### config.mk
export PLATFORM = sky130hd
export DESIGN_NAME = vmem_copy_engine
export DESIGN_NICKNAME = d
export VERILOG_FILES = /design/src/rtl/vmem_copy_engine.sv
export SDC_FILE = /design/constraint.sdc
export NUM_CORES = 1
export LEC_CHECK = 0
export ABC_AREA = 1
export CELL_PAD_IN_SITES_DETAIL_PLACEMENT = 2
export CELL_PAD_IN_SITES_GLOBAL_PLACEMENT = 2
export CORE_UTILIZATION = 30
export CTS_CLUSTER_DIAMETER = 30
export DETAILED_ROUTE_END_ITERATION = 8
export HOLD_SLACK_MARGIN = 0.05
export PLACE_DENSITY_LB_ADDON = 0.1
export SLEW_MARGIN = 20
export SYNTH_ARGS = -nofsm -noshare
export SYNTH_HDL_FRONTEND = slang
export SYNTH_HIERARCHICAL = 1
export SYNTH_SLANG_ARGS = --single-unit
export TNS_END_PERCENT = 5
### constraint.sdc
create_clock -name clk -period 2.2 [get_ports clk]
set_input_delay 0.44 -clock clk [delete_from_list [all_inputs] [get_ports clk]]
set_output_delay 0.44 -clock clk [all_outputs]
set_load 0.05 [all_outputs]
### src/rtl/vmem_copy_engine.sv
// Word-copy initiator: reads len words from src, buffers them in an in-order FIFO, writes them to dst.
// Reads are issued only while outstanding + buffered < FIFO_DEPTH; response at edge R gives write valid at R+1.

module vmem_copy_fifo #(
  parameter int W     = 32,
  parameter int DEPTH = 4,
  parameter int AW    = $clog2(DEPTH)
) (
  input  logic          clk,
  input  logic          reset,
  input  logic          push,
  input  logic [W-1:0]  push_dat,
  input  logic          pop,
  output logic [W-1:0]  head_dat,
  output logic [AW:0]   count
);

  logic [W-1:0]  mem [DEPTH];
  logic [AW-1:0] wr_idx;
  logic [AW-1:0] rd_idx;

  always_ff @(posedge clk) begin
    if (push) mem[wr_idx] <= push_dat;
  end

  always_ff @(posedge clk or posedge reset) begin
    if (reset) begin
      wr_idx <= '0;
      rd_idx <= '0;
      count  <= '0;
    end else begin
      if (push) wr_idx <= wr_idx + 1'b1;
      if (pop)  rd_idx <= rd_idx + 1'b1;
      count <= count + {{AW{1'b0}}, push} - {{AW{1'b0}}, pop};
    end
  end

  assign head_dat = mem[rd_idx];

endmodule

module vmem_copy_engine #(
  parameter int FIFO_DEPTH = 4
) (
  input  logic        clk,
  input  logic        reset,
  input  logic        cmd_valid,
  output logic        cmd_ready,
  input  logic [11:0] cmd_src,
  input  logic [11:0] cmd_dst,
  input  logic [12:0] cmd_len,
  output logic        busy,
  output logic        done,
  output logic        err,
  output logic [11:0] rq_addr,
  output logic        rq_we,
  output logic        rq_valid,
  input  logic        rq_ready,
  input  logic [11:0] rs_addr,
  input  logic [31:0] rs_data,
  input  logic        rs_valid,
  output logic        rs_ready,
  output logic [11:0] wq_addr,
  output logic [31:0] wq_data,
  output logic        wq_we,
  output logic        wq_valid,
  input  logic        wq_ready
);

  localparam int AW = $clog2(FIFO_DEPTH);
  localparam int CW = AW + 1;
  localparam logic [CW:0] DEPTH_V = (CW+1)'(FIFO_DEPTH);

  typedef enum logic [1:0] {S_IDLE, S_RUN, S_DONE} state_t;

  state_t        state, state_nx;
  logic [11:0]   rd_ptr, wr_ptr, exp_addr;
  logic [12:0]   rd_left, wr_left;
  logic [CW-1:0] outstanding, fifo_count;
  logic [CW:0]   credit_used;
  logic          accept, rq_fire, wq_fire, rs_take, rs_stray, rs_mismatch;

  assign accept      = (state == S_IDLE) && cmd_valid;
  assign credit_used = {1'b0, outstanding} + {1'b0, fifo_count};
  assign rq_valid    = (state == S_RUN) && (rd_left != 13'd0) && (credit_used < DEPTH_V);
  assign rq_fire     = rq_valid && rq_ready;
  assign wq_valid    = (fifo_count != '0);
  assign wq_fire     = wq_valid && wq_ready;

  // A response with nothing outstanding is dropped; a misaddressed one is still buffered.
  assign rs_take     = rs_valid && (outstanding != '0);
  assign rs_stray    = rs_valid && (outstanding == '0);
  assign rs_mismatch = rs_take && (rs_addr != exp_addr);

  vmem_copy_fifo #(.W(32), .DEPTH(FIFO_DEPTH), .AW(AW)) u_fifo (
    .clk      (clk),
    .reset    (reset),
    .push     (rs_take),
    .push_dat (rs_data),
    .pop      (wq_fire),
    .head_dat (wq_data),
    .count    (fifo_count)
  );

  always_ff @(posedge clk or posedge reset) begin
    if (reset) state <= S_IDLE;
    else       state <= state_nx;
  end

  always_comb begin
    state_nx = state;
    case (state)
      S_IDLE: if (cmd_valid) state_nx = (cmd_len == 13'd0) ? S_DONE : S_RUN;
      S_RUN:  if (wq_fire && (wr_left == 13'd1)) state_nx = S_DONE;
      S_DONE: state_nx = S_IDLE;
      default: state_nx = S_IDLE;
    endcase
  end

  always_ff @(posedge clk or posedge reset) begin
    if (reset) begin
      rd_ptr      <= '0;
      wr_ptr      <= '0;
      exp_addr    <= '0;
      rd_left     <= '0;
      wr_left     <= '0;
      outstanding <= '0;
      err         <= 1'b0;
    end else begin
      if (accept) begin
        rd_ptr   <= cmd_src;
        wr_ptr   <= cmd_dst;
        exp_addr <= cmd_src;
        rd_left  <= cmd_len;
        wr_left  <= cmd_len;
      end else begin
        if (rq_fire) begin
          rd_ptr  <= rd_ptr + 12'd1;
          rd_left <= rd_left - 13'd1;
        end
        if (wq_fire) begin
          wr_ptr  <= wr_ptr + 12'd1;
          wr_left <= wr_left - 13'd1;
        end
        if (rs_take) exp_addr <= exp_addr + 12'd1;
      end

      case ({rq_fire, rs_take})
        2'b10:   outstanding <= outstanding + 1'b1;
        2'b01:   outstanding <= outstanding - 1'b1;
        default: outstanding <= outstanding;
      endcase

      if (rs_stray || rs_mismatch) err <= 1'b1;
      else if (accept)             err <= 1'b0;
    end
  end

  assign cmd_ready = (state == S_IDLE);
  assign busy      = (state == S_RUN);
  assign done      = (state == S_DONE);
  assign rq_addr   = rd_ptr;
  assign rq_we     = 1'b0;
  assign rs_ready  = 1'b1;
  assign wq_addr   = wr_ptr;
  assign wq_we     = wq_valid;

endmodule
# [Word-level counts from Yosys, hierarchy flattened]
# Memories as Yosys holds them, arrays and structs flattened.
# Index checks and enable logic that the tools add are counted.
[totals] regBits=75 wordCells=74 out_inout_bits=65 input_bits=87 n_memories=1 ramBits=128
[classes] n_reduce_logical=22 n_eq_ne=8 n_lt_le_gt_ge=1 add_sub_neg=12 n_mux=19
[mem_list] name="u_fifo.mem" words=4 word_bits=32 rd=1 rd_clocked_by_memory_dff=0 write_ports=1 line_no="18" text="logic [W-1:0] mem [DEPTH];"
[op_table] op="12-bit two-way mux" n=6
[op_table] op="13-bit two-way mux" n=4
[op_table] op="12-bit by 1-bit adder with 12-bit output (second input constant)" n=3
[op_table] op="13-bit by 1-bit subtractor with 13-bit output (second input constant)" n=2
[op_table] op="13-bit by 1-bit == test with 1-bit output (second input constant)" n=1
[op_table] op="13-bit zero test" n=1
[op_table] op="13-bit nonzero test" n=1
[op_table] op="12-bit inequality test" n=1
[op_table] op="2-bit nonzero test" n=5
[op_table] op="1-bit logical AND" n=9
[op_table] op="2-bit two-way mux" n=3
[op_table] op="3-bit one-hot mux with 2 select lines" n=1
[op_table] op="3-bit nonzero test" n=2
[op_table] op="2-bit by 1-bit adder with 2-bit output (second input constant)" n=2
[op_table] op="3-bit by 3-bit adder with 4-bit output" n=1
[op_table] op="2-bit by 1-bit == test with 1-bit output (second input constant)" n=2
[op_table] op="2-bit == test (second input constant)" n=2
[op_table] op="4-bit by 3-bit < comparator with 1-bit output (second input constant)" n=1
[op_table] op="1-bit two-way mux" n=4
[op_table] op="2-bit one-hot mux with 2 select lines" n=1
[op_table] op="3-bit by 1-bit adder with 3-bit output" n=1
[op_table] op="3-bit by 1-bit adder with 3-bit output (second input constant)" n=1
[op_table] op="3-bit zero test" n=1
[op_table] op="3-bit by 1-bit subtractor with 3-bit output" n=1
[op_table] op="other kinds (6)" n=6

# [Logic depth before layout (Yosys ltp)]
# Gate-level depths: netlist of the first run.
[logic_depth] ltp_word=6 ltp_mapped=13 depth_no_buf=13

# [Hierarchy]
# Netlist of the first run, hierarchy kept.
[by_module_without_submodules] module="vmem_copy_fifo" seq_area_each_um2=4018.9 cells_each=546 n_inst=1 area_per_inst_um2=5780.5
[by_module_without_submodules] module="vmem_copy_engine" seq_area_each_um2=1701.6 cells_each=711 n_inst=1 area_per_inst_um2=4779.6

# [Least setup slack after synthesis of the first run]
# Ideal clock, no wire load.
[synth_timing] path_type="reg-to-reg" from="register u_fifo.count[1]" to="register u_fifo.count[2]" synth_period_minus_slack_ns=2.412 arrival_ns=2.296 setup_ns=0.117 required_ns=2.083 n_path_buf=0 stages_incl_launch_ff=13 setup_slack_ns=-0.212 cell_sequence="dfrtp_1 nor2_1 nand2_1 nand2_2 inv_1 ha_1 inv_1 ha_1 fa_1 nand2_1 nand2_1 nand2_1 nand2_1"
[synth_via] elab_chain_cells=3 word_cells_on_any_way=4 cone_classes="add/sub: 2; reduce/logical: 2"
[synth_lines] element="start, declared" line_no="15" text="output logic [AW:0] count"
[synth_lines] element="start signal, assigned" line_no="34" text="count <= count + {{AW{1'b0}}, push} - {{AW{1'b0}}, pop};"
[synth_lines] element="3-bit nonzero test" line_no="87" text="assign wq_valid = (fifo_count != '0);"
[synth_lines] element="named net wq_valid" line_no="66" text="output logic wq_valid,"
[synth_lines] element="1-bit logical AND" line_no="88" text="assign wq_fire = wq_valid && wq_ready;"
[synth_lines] element="named net wq_fire" line_no="81" text="logic accept, rq_fire, wq_fire, rs_take, rs_stray, rs_mismatch;"
[synth_lines] element="3-bit by 1-bit subtractor with 3-bit output" line_no="34"
# The timed path passes the listed nets, and every way through them passes these cells.
# A chain may end at the register's enable or synchronous reset.

# [Final worst setup path of the first run]
[layout_timing] from="register outstanding[2]" to="output port rq_valid"
[layout_via] elab_chain_cells=3
[layout_lines] element="start, declared" line_no="79" text="logic [CW-1:0] outstanding, fifo_count;"
[layout_lines] element="start signal, assigned" line_no="149" text="2'b10: outstanding <= outstanding + 1'b1;"
[layout_lines] element="start signal, assigned" line_no="150" text="2'b01: outstanding <= outstanding - 1'b1;"
[layout_lines] element="start signal, assigned" line_no="151" text="default: outstanding <= outstanding;"
[layout_lines] element="3-bit by 3-bit adder with 4-bit output" line_no="84" text="assign credit_used = {1'b0, outstanding} + {1'b0, fifo_count};"
[layout_lines] element="4-bit by 3-bit < comparator with 1-bit output" line_no="85" text="assign rq_valid = (state == S_RUN) && (rd_left != 13'd0) && (credit_used < DEPTH_V);"
[layout_lines] element="1-bit logical AND" line_no="85"
[layout_lines] element="end, declared" line_no="57" text="output logic rq_valid,"
# No other way between the ends.

==> results of run 1 <==
state kept, by name, indices dropped and copies added, names as in the netlist:
| register | flops |
|---|---|
| u_fifo/rd_idx | 2 |
| exp_addr | 12 |
| wq_addr | 12 |
| u_fifo/wr_idx | 2 |
| u_fifo/count | 3 |
| rq_addr | 12 |
| wr_left | 13 |
| u_fifo/mem | 128 |
| err | 1 |
| rd_left | 13 |
| state | 2 |
| outstanding | 3 |
stage by stage:
| step | worst slack [ps] | setup TNS (ps) | hold slack [ps] |
|---|---|---|---|
| finish | -96.09 | -299.4 | 212.3 |
| global route | -199.8 | -3706 | 236.4 |
| CTS | -141.4 | -1766 | 209.8 |
| detailed placement | -160.5 | -282.4 | 488.9 |
| global placement | -139.2 | -236.1 | 480.8 |
| floorplan | 5.502 | 0 | 243.4 |
cell usage after synthesis, types with 11 or more instances:
master / count
buf_2: 27
nand3_1: 140
xor2_1: 11
edfxtp_1: 128
inv_1: 229
nand2_1: 408
o21ai_2: 14
dfrtp_1: 75
o21ai_0: 31
ha_1: 16
nor2_1: 79
placed cells by master, fill, tap and decap left out, drive strengths merged, types with 11 or more instances in the layout:
master and n:
dlygate4sd2 24, nand2 413, buf 85, edfxtp 128, nor2 85, ha 16
dfrtp 75, o21ai 47, clkbuf 86, clkdlybuf4s50 87, xor2 11, nand3 142
inv 234, clkinv 13
area by class of cell:
class | count | area share [%]
Clock inverter | 23 | 2.452
Multi-Input combinational cell | 780 | 24.91
Tap cell | 455 | 3.769
Clock buffer | 86 | 11.85
Timing Repair Buffer | 196 | 13.26
Inverter | 234 | 5.865
Sequential cell | 203 | 37.88
where the power goes:
group	internal (mW)	total, mW	switching [mW]	leakage, nW
Combinational	3.62	11.1	7.50	3.97
Sequential	5.24	6.06	0.813	2.09
Clock	6.60	9.07	2.47	1.06
Total	15.5	26.3	10.8	7.12
worst max-delay path by stage:
stage	from	end	slack, ps	depth (start not counted)
3_3_place_gp	rs_valid	outstanding[2]$_DFFE_PP0P_	-140	9
6_report	outstanding[2]$_DFFE_PP0P_	rq_valid	-100	7
4_1_cts	outstanding[2]$_DFFE_PP0P_	rq_valid	-140	7
3_5_place_dp	rs_valid	outstanding[2]$_DFFE_PP0P_	-160	9
2_1_floorplan	u_fifo/count[1]$_DFF_PP0_	u_fifo/count[2]$_DFF_PP0_	6	12
5_1_grt	outstanding[2]$_DFFE_PP0P_	rq_valid	-200	7
metal layers:
metal  vias up  routed length [microns]
li1       4422                        -
met1      4643                    14800
met2       180                    18460
met3        52                     1176
met4         0                      636
met5         -                        0
logic make-up after synthesis:
kind of cell	Yosys count	share of synthesized area [%]
buffers and inverters	274	10.73
other	2	0.07112
DFF	203	54.17
xor gates and xnor gates	20	1.659
AOI/OAI and AO/OA	78	4.692
adders and majority gates	18	2.275
and+or+nand+nor	662	26.40
repair_timing:
item	CTS	global route
cloned	2	0
endpoints found under the setup margin	58	35
gates resized for setup	54	9
hold buffers	0	0
pin swaps	0	2
setup buffers	2	4
==> flow_metrics.py, run 1 <==
metrics = {
    "status": {
        "status": "complete, but fails checks",
        "violations": "setup timing",
    },
    "synthesis": {
        "synth-main-ff-cell": "edfxtp_1",
        "synth_cells": 1257,
        "postSynthAreaPerCell_sq_um": 8.401,
        "synth_area_leaders": "edfxtp_1, dfrtp_1, nand2_1, inv_1, nand3_1",
        "yosysTopAreaCell": "edfxtp_1",
        "syn_area_sq_um": 10560,
        "yosysSeqAreaShare_pct": 54.17,
        "ys_seq_elements": 203,
        "synth_edf_count": 128,
        "synth_top_area_share_pct": 36.40,
        "yosysWarnings": 6,
        "syn_nets": 1362,
        "synthArstFlopShare_pct": 36.95,
        "ys_types": 38,
    },
    "placement": {
        "place.gp.congestion": 0.7533,
        "place.port_buffers": 149,
        "placed_cells": 1860,
        "dpl-instance-area_sq_um": 12760,
        "hpwl_mm": 22.56,
    },
    "floorplanning": {
        "die_height_microns": 189.6,
        "core_sq_um": 34630,
        "die-area_sq_um": 35950,
        "rows": 68,
        "die_w_microns": 189.6,
        "start_util_pct": 30.50,
        "io_pins": 152,
    },
    "timing": {
        "fin_crit_sh_pct": 104.4,
        "period_needed_ps": 2296,
        "rsz0062_at_grt": "true",
        "final-setup-viol-count": 12,
        "setup_slack_ps": -96.09,
        "max_slew.worst_pin.slew_ps": 609.8,
        "timing.fmax_mhz": 435.5,
        "finalMaxSlewViolations": 0,
        "slew_headroom_pct": 59.20,
        "fin_skew_ps": 17.70,
        "hold_viol": 0,
    },
    "finish": {
        "fillCellCount": 3775,
        "postLayoutCoreUtil_pct": 43.62,
        "final_cells": 1977,
        "fin_area_sq_um": 15100,
        "register_area_sq_um": 5722,
        "area_delta_synth_final_pct": 43.02,
        "drive_gt1_share_pct": 15.64,
        "final_nets": 1579,
        "multi_input_area_sq_um": 3762,
        "diodes": 0,
    },
    "grt": {
        "antenna_found_initial": 0,
        "grt_use_met2_pct": 37.19,
        "met1_usage_pct": 23.37,
        "grt_overflow_total": 0,
        "grt_pass1_wl_mm": 56.26,
        "grt_usage_pct": 20.00,
        "grt_use_met3_pct": 3.099,
        "grt_max_degree": 69,
        "grt_pass1_vias": 10460,
        "grt_busiest_layer": "met2",
    },
    "clock_tree": {
        "cts.sinks": 203,
        "cts_root_buffer": "clkbuf_16",
        "numCtsBuffers": 59,
        "clk_pin_slew_ps": 40,
        "h-tree-depth": 2,
        "clk_latency_ps": 560,
        "cts_tree": "yes",
        "clockBufferDepth": 3,
    },
    "critical_path": {
        "crit_fanout": 2,
        "crit_path_top_delay_cell": "dfrtp_1",
        "path_cells": "ha_1 > nor2_1 > nand3_2 > nor2_4 > nand2_2 > inv_2 > buf_12",
        "required_ps": 1760,
        "reg2reg_slack_ps": -20,
        "worst_r2r_endpoint": "outstanding[2]$_DFFE_PP0P_",
        "crit_family": "simple AND/OR/NAND/NOR gates",
        "critPathKind": "register to output pin",
        "worst_r2r_path_depth": 12,
        "r2r_start": "u_fifo/count[1]$_DFF_PP0_",
        "critPathLaunchType": "register",
        "max_stage_delay_ps": 380,
        "path_buf_inv": 2,
        "cp-end-kind": "output pin",
        "cp_data_arrival_time_ps": 1860,
    },
    "routing": {
        "viasPerCell": 4.703,
        "drt_iter0_markers": 265,
        "final_antenna_net_count": 0,
        "vias": 9297,
        "drc": 0,
        "routed_wirelength_mm": 35.08,
        "drt_first_pass_iters": 4,
        "wire_per_inst_microns": 17.74,
    },
    "power": {
        "power.leakage_nw": 7.124,
        "power_mw": 26.25,
        "vdd_drop_max_uv": 996.3,
        "power_density_nw_per_um2": 1738,
    },
    "worst_hold_path": {
        "worstHoldPathType": "primary input to asynchronous set/reset pin",
    },
    "job": {
        "max_cap_violations": 0,
    },
}
No activity file was read; power rests on OpenSTA's default activity.
==> inputs of run 2 (changes only) <==
==> constraint.sdc (replaced) <==
create_clock -name clk -period 2 [get_ports clk]
set_input_delay 0.4 -clock clk [delete_from_list [all_inputs] [get_ports clk]]
set_output_delay 0.4 -clock clk [all_outputs]
set_load 0.05 [all_outputs]
==> run 2 against run 1 <==
Effect of this change: wire length grew 3.8%; design area grew 2.0%; total power grew 12%; clock skew grew 6.4 ps; register-to-register slack lost 120 ps; clock power grew 5.8%; clock-buffer cell count grew 5; the flow still finishes with violations (setup timing); critical path depth is the same; flip-flop and latch count is the same; global-route usage grew 0.67 points.
==> flow_metrics.py, run 2 (synthesis results as in run 1) <==
metrics = {
    "critical_path": {
        "r2r_start": "outstanding[1]$_DFFE_PP0P_",
        "worst_r2r_endpoint": "outstanding[2]$_DFFE_PP0P_",
        "crit_path_top_delay_cell": "dfrtp_1",
        "path_cells": "ha_1 > nor2_2 > nand3_2 > nor2_4 > nand2_2 > inv_2 > buf_12",
        "worst_r2r_path_depth": 12,
        "cp_data_arrival_time_ps": 1820,
        "crit_start": "outstanding[2]$_DFFE_PP0P_",
        "crit_fanout": 2,
        "critPathKind": "register to output pin",
        "setup.worst_path.end": "rq_valid",
        "cp-end-kind": "output pin",
        "max_stage_delay_ps": 370,
        "required_ps": 1600,
        "reg2reg_slack_ps": -140,
        "critPathLaunchType": "register",
    },
    "finish": {
        "drive_gt1_share_pct": 19.08,
        "largest_reg_flops": 128,
        "final_common_cell": "nand2_1",
        "top_regs": "u_fifo/mem (128), rd_left (13), wr_left (13)",
        "area_delta_synth_final_pct": 45.91,
        "top_register": "u_fifo/mem",
        "diodes": 0,
        "fillCellCount": 3773,
        "fin_area_sq_um": 15410,
        "final_nets": 1611,
        "final_cells": 2012,
        "layout_common_cells": "nand2_1, inv_1, nand3_1",
    },
    "power": {
        "power.leakage_nw": 7.219,
        "vdd_drop_max_uv": 877.3,
        "power_density_nw_per_um2": 1908,
    },
    "timing": {
        "fin_crit_sh_pct": 110.9,
        "setup_slack_ps": -219.0,
        "final-setup-viol-count": 36,
        "fin_skew_ps": 24.14,
        "timing.fmax_mhz": 450.7,
        "hold_viol": 0,
        "rsz0062_at_grt": "true",
        "period_needed_ps": 2219,
        "finalMaxSlewViolations": 0,
        "holdWs_ps": 163.5,
    },
    "placement": {
        "place.port_buffers": 149,
        "placed_cells": 1887,
        "place.gp.congestion": 0.7637,
        "hpwl_mm": 23.55,
        "post-place-ws_ps": -349.1,
        "dpl-instance-area_sq_um": 12950,
    },
    "grt": {
        "grt_overflow_total": 0,
        "grt_max_degree": 52,
        "antenna_found_initial": 0,
        "grt_usage_pct": 20.66,
        "grt_pass1_wl_mm": 57.66,
        "grt_pass1_vias": 10670,
    },
    "routing": {
        "wire_per_inst_microns": 18.09,
        "final_antenna_net_count": 0,
        "drt_iter0_markers": 307,
        "viasPerCell": 4.692,
        "vias": 9441,
        "routed_wirelength_mm": 36.40,
        "drc": 0,
        "drt_first_pass_iters": 4,
    },
    "job": {
        "max_cap_violations": 0,
    },
    "clock_tree": {
        "clk_pin_slew_ps": 40,
        "cts_root_buffer": "clkbuf_16",
        "cts.sinks": 203,
        "h-tree-depth": 2,
        "clk_latency_ps": 580,
        "postCtsHoldBufs": 0,
        "cts_tree": "yes",
        "numCtsBuffers": 61,
        "clockBufferDepth": 3,
    },
    "floorplanning": {
        "start_util_pct": 30.50,
        "die-area_sq_um": 35950,
        "rows": 68,
        "io_pins": 152,
        "core_sq_um": 34630,
        "die_height_microns": 189.6,
        "die_w_microns": 189.6,
    },
    "worst_hold_path": {
        "worstHoldPathType": "primary input to asynchronous set/reset pin",
    },
    "status": {
        "violations": "setup timing",
        "status": "complete, but fails checks",
    },
}
-- run 2: worst min-delay path by stage --
stage	depth (start not counted)	slack, ps	endpoint
after floorplan	1	200	u_fifo/count[0]$_DFF_PP0_
after global placement	2	480	err$_DFFE_PP0P_
after detailed placement	2	480	err$_DFFE_PP0P_
after CTS	2	160	u_fifo/wr_idx[1]$_DFFE_PP0P_
after global routing	2	200	u_fifo/wr_idx[1]$_DFFE_PP0P_
final	2	160	u_fifo/count[0]$_DFF_PP0_
-- run 2: what timing repair did --
action | 4_1_cts | 5_1_grt
resized for setup | 52 | 19
pin swaps | 7 | 4
gates cloned | 4 | 2
setup buffers | 5 | 0
setup endpoints to repair | 43 | 58
-- run 2: critical path, delay by kind of cell (launching register included) --
kind	cells	cell delay, ps
and+or+nand+nor	4	380
DFF	1	370
adders and majority gates	1	300
buffers and inverters	2	200
-- run 2: power by group --
group	total, mW	leakage (nW)	internal (mW)	switching [mW]
clock network	9.60	1.02	6.80	2.80
registers	6.64	2.09	5.77	0.866
logic	13.2	4.11	4.65	8.51
-- run 2: layer usage --
layer  routed length, microns  global-route usage [%]  up-vias
li1                         -                       -     4498
met1                    15150                   23.71     4715
met2                    19360                   38.73      181
met3                     1247                   3.634       47
met4                      640                   6.172        0
met5                        0                       0        -
-- run 2: area by class of cell --
class	instances	area (sq um)	area share, %
clock buffer	91	1779	11.55
clock inverter	23	292.8	1.900
inverter	234	904.6	5.871
multi-input combinational	780	3824	24.82
sequential	203	5722	37.13
tap	455	569.3	3.695
timing repair buffer	226	2317	15.04
-- run 2: metrics by stage --
stage                     util, %  TNS [ps]  total power [mW]
after global placement      37.39    -31030             18.52
final                       44.50     -6005             29.40
after CTS                   44.18     -7846             29.57
after global routing        44.50     -9146             31.17
after detailed placement    37.39    -35520             18.93
after floorplan                 -    -222.0             14.45
==> inputs of run 3 (changes only) <==
--- a/config.mk
+++ b/config.mk
@@ -12,7 +12,7 @@
 export CTS_CLUSTER_DIAMETER = 30
 export DETAILED_ROUTE_END_ITERATION = 8
 export HOLD_SLACK_MARGIN = 0.05
-export PLACE_DENSITY_LB_ADDON = 0.1
+export PLACE_DENSITY_LB_ADDON = 0.3
 export SLEW_MARGIN = 20
 export SYNTH_ARGS = -nofsm -noshare
 export SYNTH_HDL_FRONTEND = slang
==> run 3 against run 2 <==
Effect of this change: the flow still finishes with violations (setup timing); flip-flop and latch count unchanged; fmax is 3.6% lower; sequential power increased by 1%; clock-buffer cell count is 28 lower; highest routed layer unchanged.
==> flow_metrics.py, run 3 (synthesis results as in run 1) <==
metrics = {
    "critical_path": {
        "crit_path_top_delay_cell": "dfrtp_2",
        "critPathLaunchType": "register",
        "crit_start": "u_fifo/rd_idx[0]$_DFFE_PP0P_",
        "crit_fanout": 23,
        "path_common_cell": "nand2_1",
        "critPathKind": "register to output pin",
        "path_cells": "inv_8 > buf_12 > nand2_1 > nand3_1 > nand2_1 > buf_4",
        "cp_data_arrival_time_ps": 1900,
        "worst_r2r_path_depth": 12,
        "required_ps": 1600,
        "setup.worst_path.end": "wq_data[1]",
        "cp-end-kind": "output pin",
        "max_stage_delay_ps": 500,
        "worst_r2r_endpoint": "outstanding[2]$_DFFE_PP0P_",
        "r2r_start": "u_fifo/count[1]$_DFF_PP0_",
        "reg2reg_slack_ps": -200,
    },
    "power": {
        "seq_power_share_pct": 22.9,
        "comb_power_share_pct": 46.6,
        "p_switching_mw": 12.67,
        "switching_share_pct": 43.17,
        "power_density_nw_per_um2": 1906,
        "internal_power_mw": 16.68,
        "power.leakage_nw": 7.151,
        "power_frac_clock_pct": 30.5,
        "vdd_drop_max_uv": 1025,
    },
    "finish": {
        "top_regs": "u_fifo/mem (128), rd_left (13), wr_left (13)",
        "final_common_cell": "nand2_1",
        "area_delta_synth_final_pct": 45.81,
        "layout_common_cells": "nand2_1, inv_1, edfxtp_1",
        "largest_reg_flops": 128,
        "postLayoutCoreUtil_pct": 44.46,
        "fin_area_sq_um": 15400,
        "final_cells": 1996,
        "diodes": 0,
        "top_register": "u_fifo/mem",
        "fillCellCount": 3711,
        "final_nets": 1601,
        "drive_gt1_share_pct": 21.48,
    },
    "routing": {
        "final_antenna_net_count": 0,
        "routed_wirelength_mm": 38.67,
        "viasPerCell": 4.750,
        "drc": 0,
        "vias": 9481,
        "wire_per_inst_microns": 19.37,
        "drt_iter0_markers": 340,
        "drt_first_pass_iters": 4,
    },
    "placement": {
        "placed_cells": 1888,
        "hpwl_mm": 25.34,
        "place.gp.congestion": 0.7727,
        "place.port_buffers": 149,
        "post-place-ws_ps": -356.2,
        "dpl-instance-area_sq_um": 12990,
    },
    "floorplanning": {
        "rows": 68,
        "core_sq_um": 34630,
        "start_util_pct": 30.50,
        "die_w_microns": 189.6,
        "io_pins": 152,
        "die-area_sq_um": 35950,
        "die_height_microns": 189.6,
    },
    "clock_tree": {
        "cts_tree": "yes",
        "h-tree-depth": 2,
        "cts.sinks": 203,
        "clockBufferDepth": 3,
        "numCtsBuffers": 55,
        "clk_pin_slew_ps": 60,
        "cts_root_buffer": "clkbuf_16",
        "clk_latency_ps": 580,
    },
    "timing": {
        "final-setup-viol-count": 53,
        "rsz0062_at_grt": "true",
        "fin_crit_sh_pct": 115.0,
        "setup_slack_ps": -300.9,
        "period_needed_ps": 2301,
        "hold_viol": 0,
        "timing.fmax_mhz": 434.6,
        "tns_ps": -7333,
        "finalMaxSlewViolations": 0,
        "fin_skew_ps": 40.49,
    },
    "grt": {
        "grt_pass1_wl_mm": 60.70,
        "grt_pass1_vias": 10720,
        "grt_overflow_total": 0,
        "antenna_found_initial": 0,
        "grt_usage_pct": 21.88,
        "grt_max_degree": 69,
    },
    "status": {
        "status": "complete, but fails checks",
        "violations": "setup timing",
    },
    "worst_hold_path": {
        "worstHoldPathType": "primary input to asynchronous set/reset pin",
    },
    "job": {
        "max_cap_violations": 0,
    },
}
## run 3: cell count changes in the layout (fill, tap and decap cells not counted), sizes merged, moves of 2 or more
cell / before / now
buf: 131 / 126
bufinv: 6 / 8
clkbuf: 93 / 63
clkinv: 16 / 22
clkinvlp: 5 / 9
dlygate4sd2: 6 / 10
inv: 230 / 234
## run 3: per-stage QoR
step | power (mW) | hold WS [ps]
3_3_place_gp | 18.54 | 470.2
6_report | 29.35 | 170.8
4_1_cts | 29.11 | 156.6
2_1_floorplan | 14.45 | 203.4
5_1_grt | 30.96 | 178.6
3_5_place_dp | 19.09 | 508.7
## run 3: worst max-delay path: cells and delay by family (launching register included)
family / cells / cell delay (ps)
DFF: 1 / 500
buffers and inverters: 3 / 530
and+or+nand+nor: 3 / 280
## run 3: final cells by class
class	count	area [sq um]	area share, %
clock buffer	63	1426	9.264
clock inverter	39	470.5	3.055
inverter	234	909.6	5.908
multi-input combinational	780	4016	26.08
sequential	203	5723	37.17
tap	455	569.3	3.697
timing repair buffer	222	2282	14.82
## run 3: per-layer routing
metal / up-vias / global-route usage, % / wire length (microns)
met5: - / 0 / 0
met2: 200 / 40.90 / 20780
met3: 59 / 3.505 / 1420
met1: 4767 / 25.19 / 15670
met4: 0 / 7.103 / 799
li1: 4455 / - / -
## run 3: worst min-delay path by stage
stage	endpoint	slack, ps	cells past startpoint
final	u_fifo/rd_idx[0]$_DFFE_PP0P_	170	2
after global placement	err$_DFFE_PP0P_	470	2
after CTS	u_fifo/rd_idx[0]$_DFFE_PP0P_	160	2
after floorplan	u_fifo/count[0]$_DFF_PP0_	200	1
after global routing	u_fifo/count[1]$_DFF_PP0_	180	2
after detailed placement	err$_DFFE_PP0P_	510	2
## run 3: timing repair
action / in CTS / in global routing
gates resized for setup: 94 / 44
cloned: 0 / 0
setup buffers: 3 / 3
hold buffers: 0 / 0
pin swaps: 10 / 12
endpoints found under the setup margin: 48 / 58
## run 3: power groups by stage
stage / sequential, mW / combinational (mW) / clock, mW
3_3_place_gp: 6.65 / 11.9 / 0
6_report: 6.73 / 13.7 / 8.96
4_1_cts: 6.71 / 13.3 / 9.10
2_1_floorplan: 7.17 / 7.28 / 0
5_1_grt: 6.87 / 14.8 / 9.34
3_5_place_dp: 6.74 / 12.3 / 0
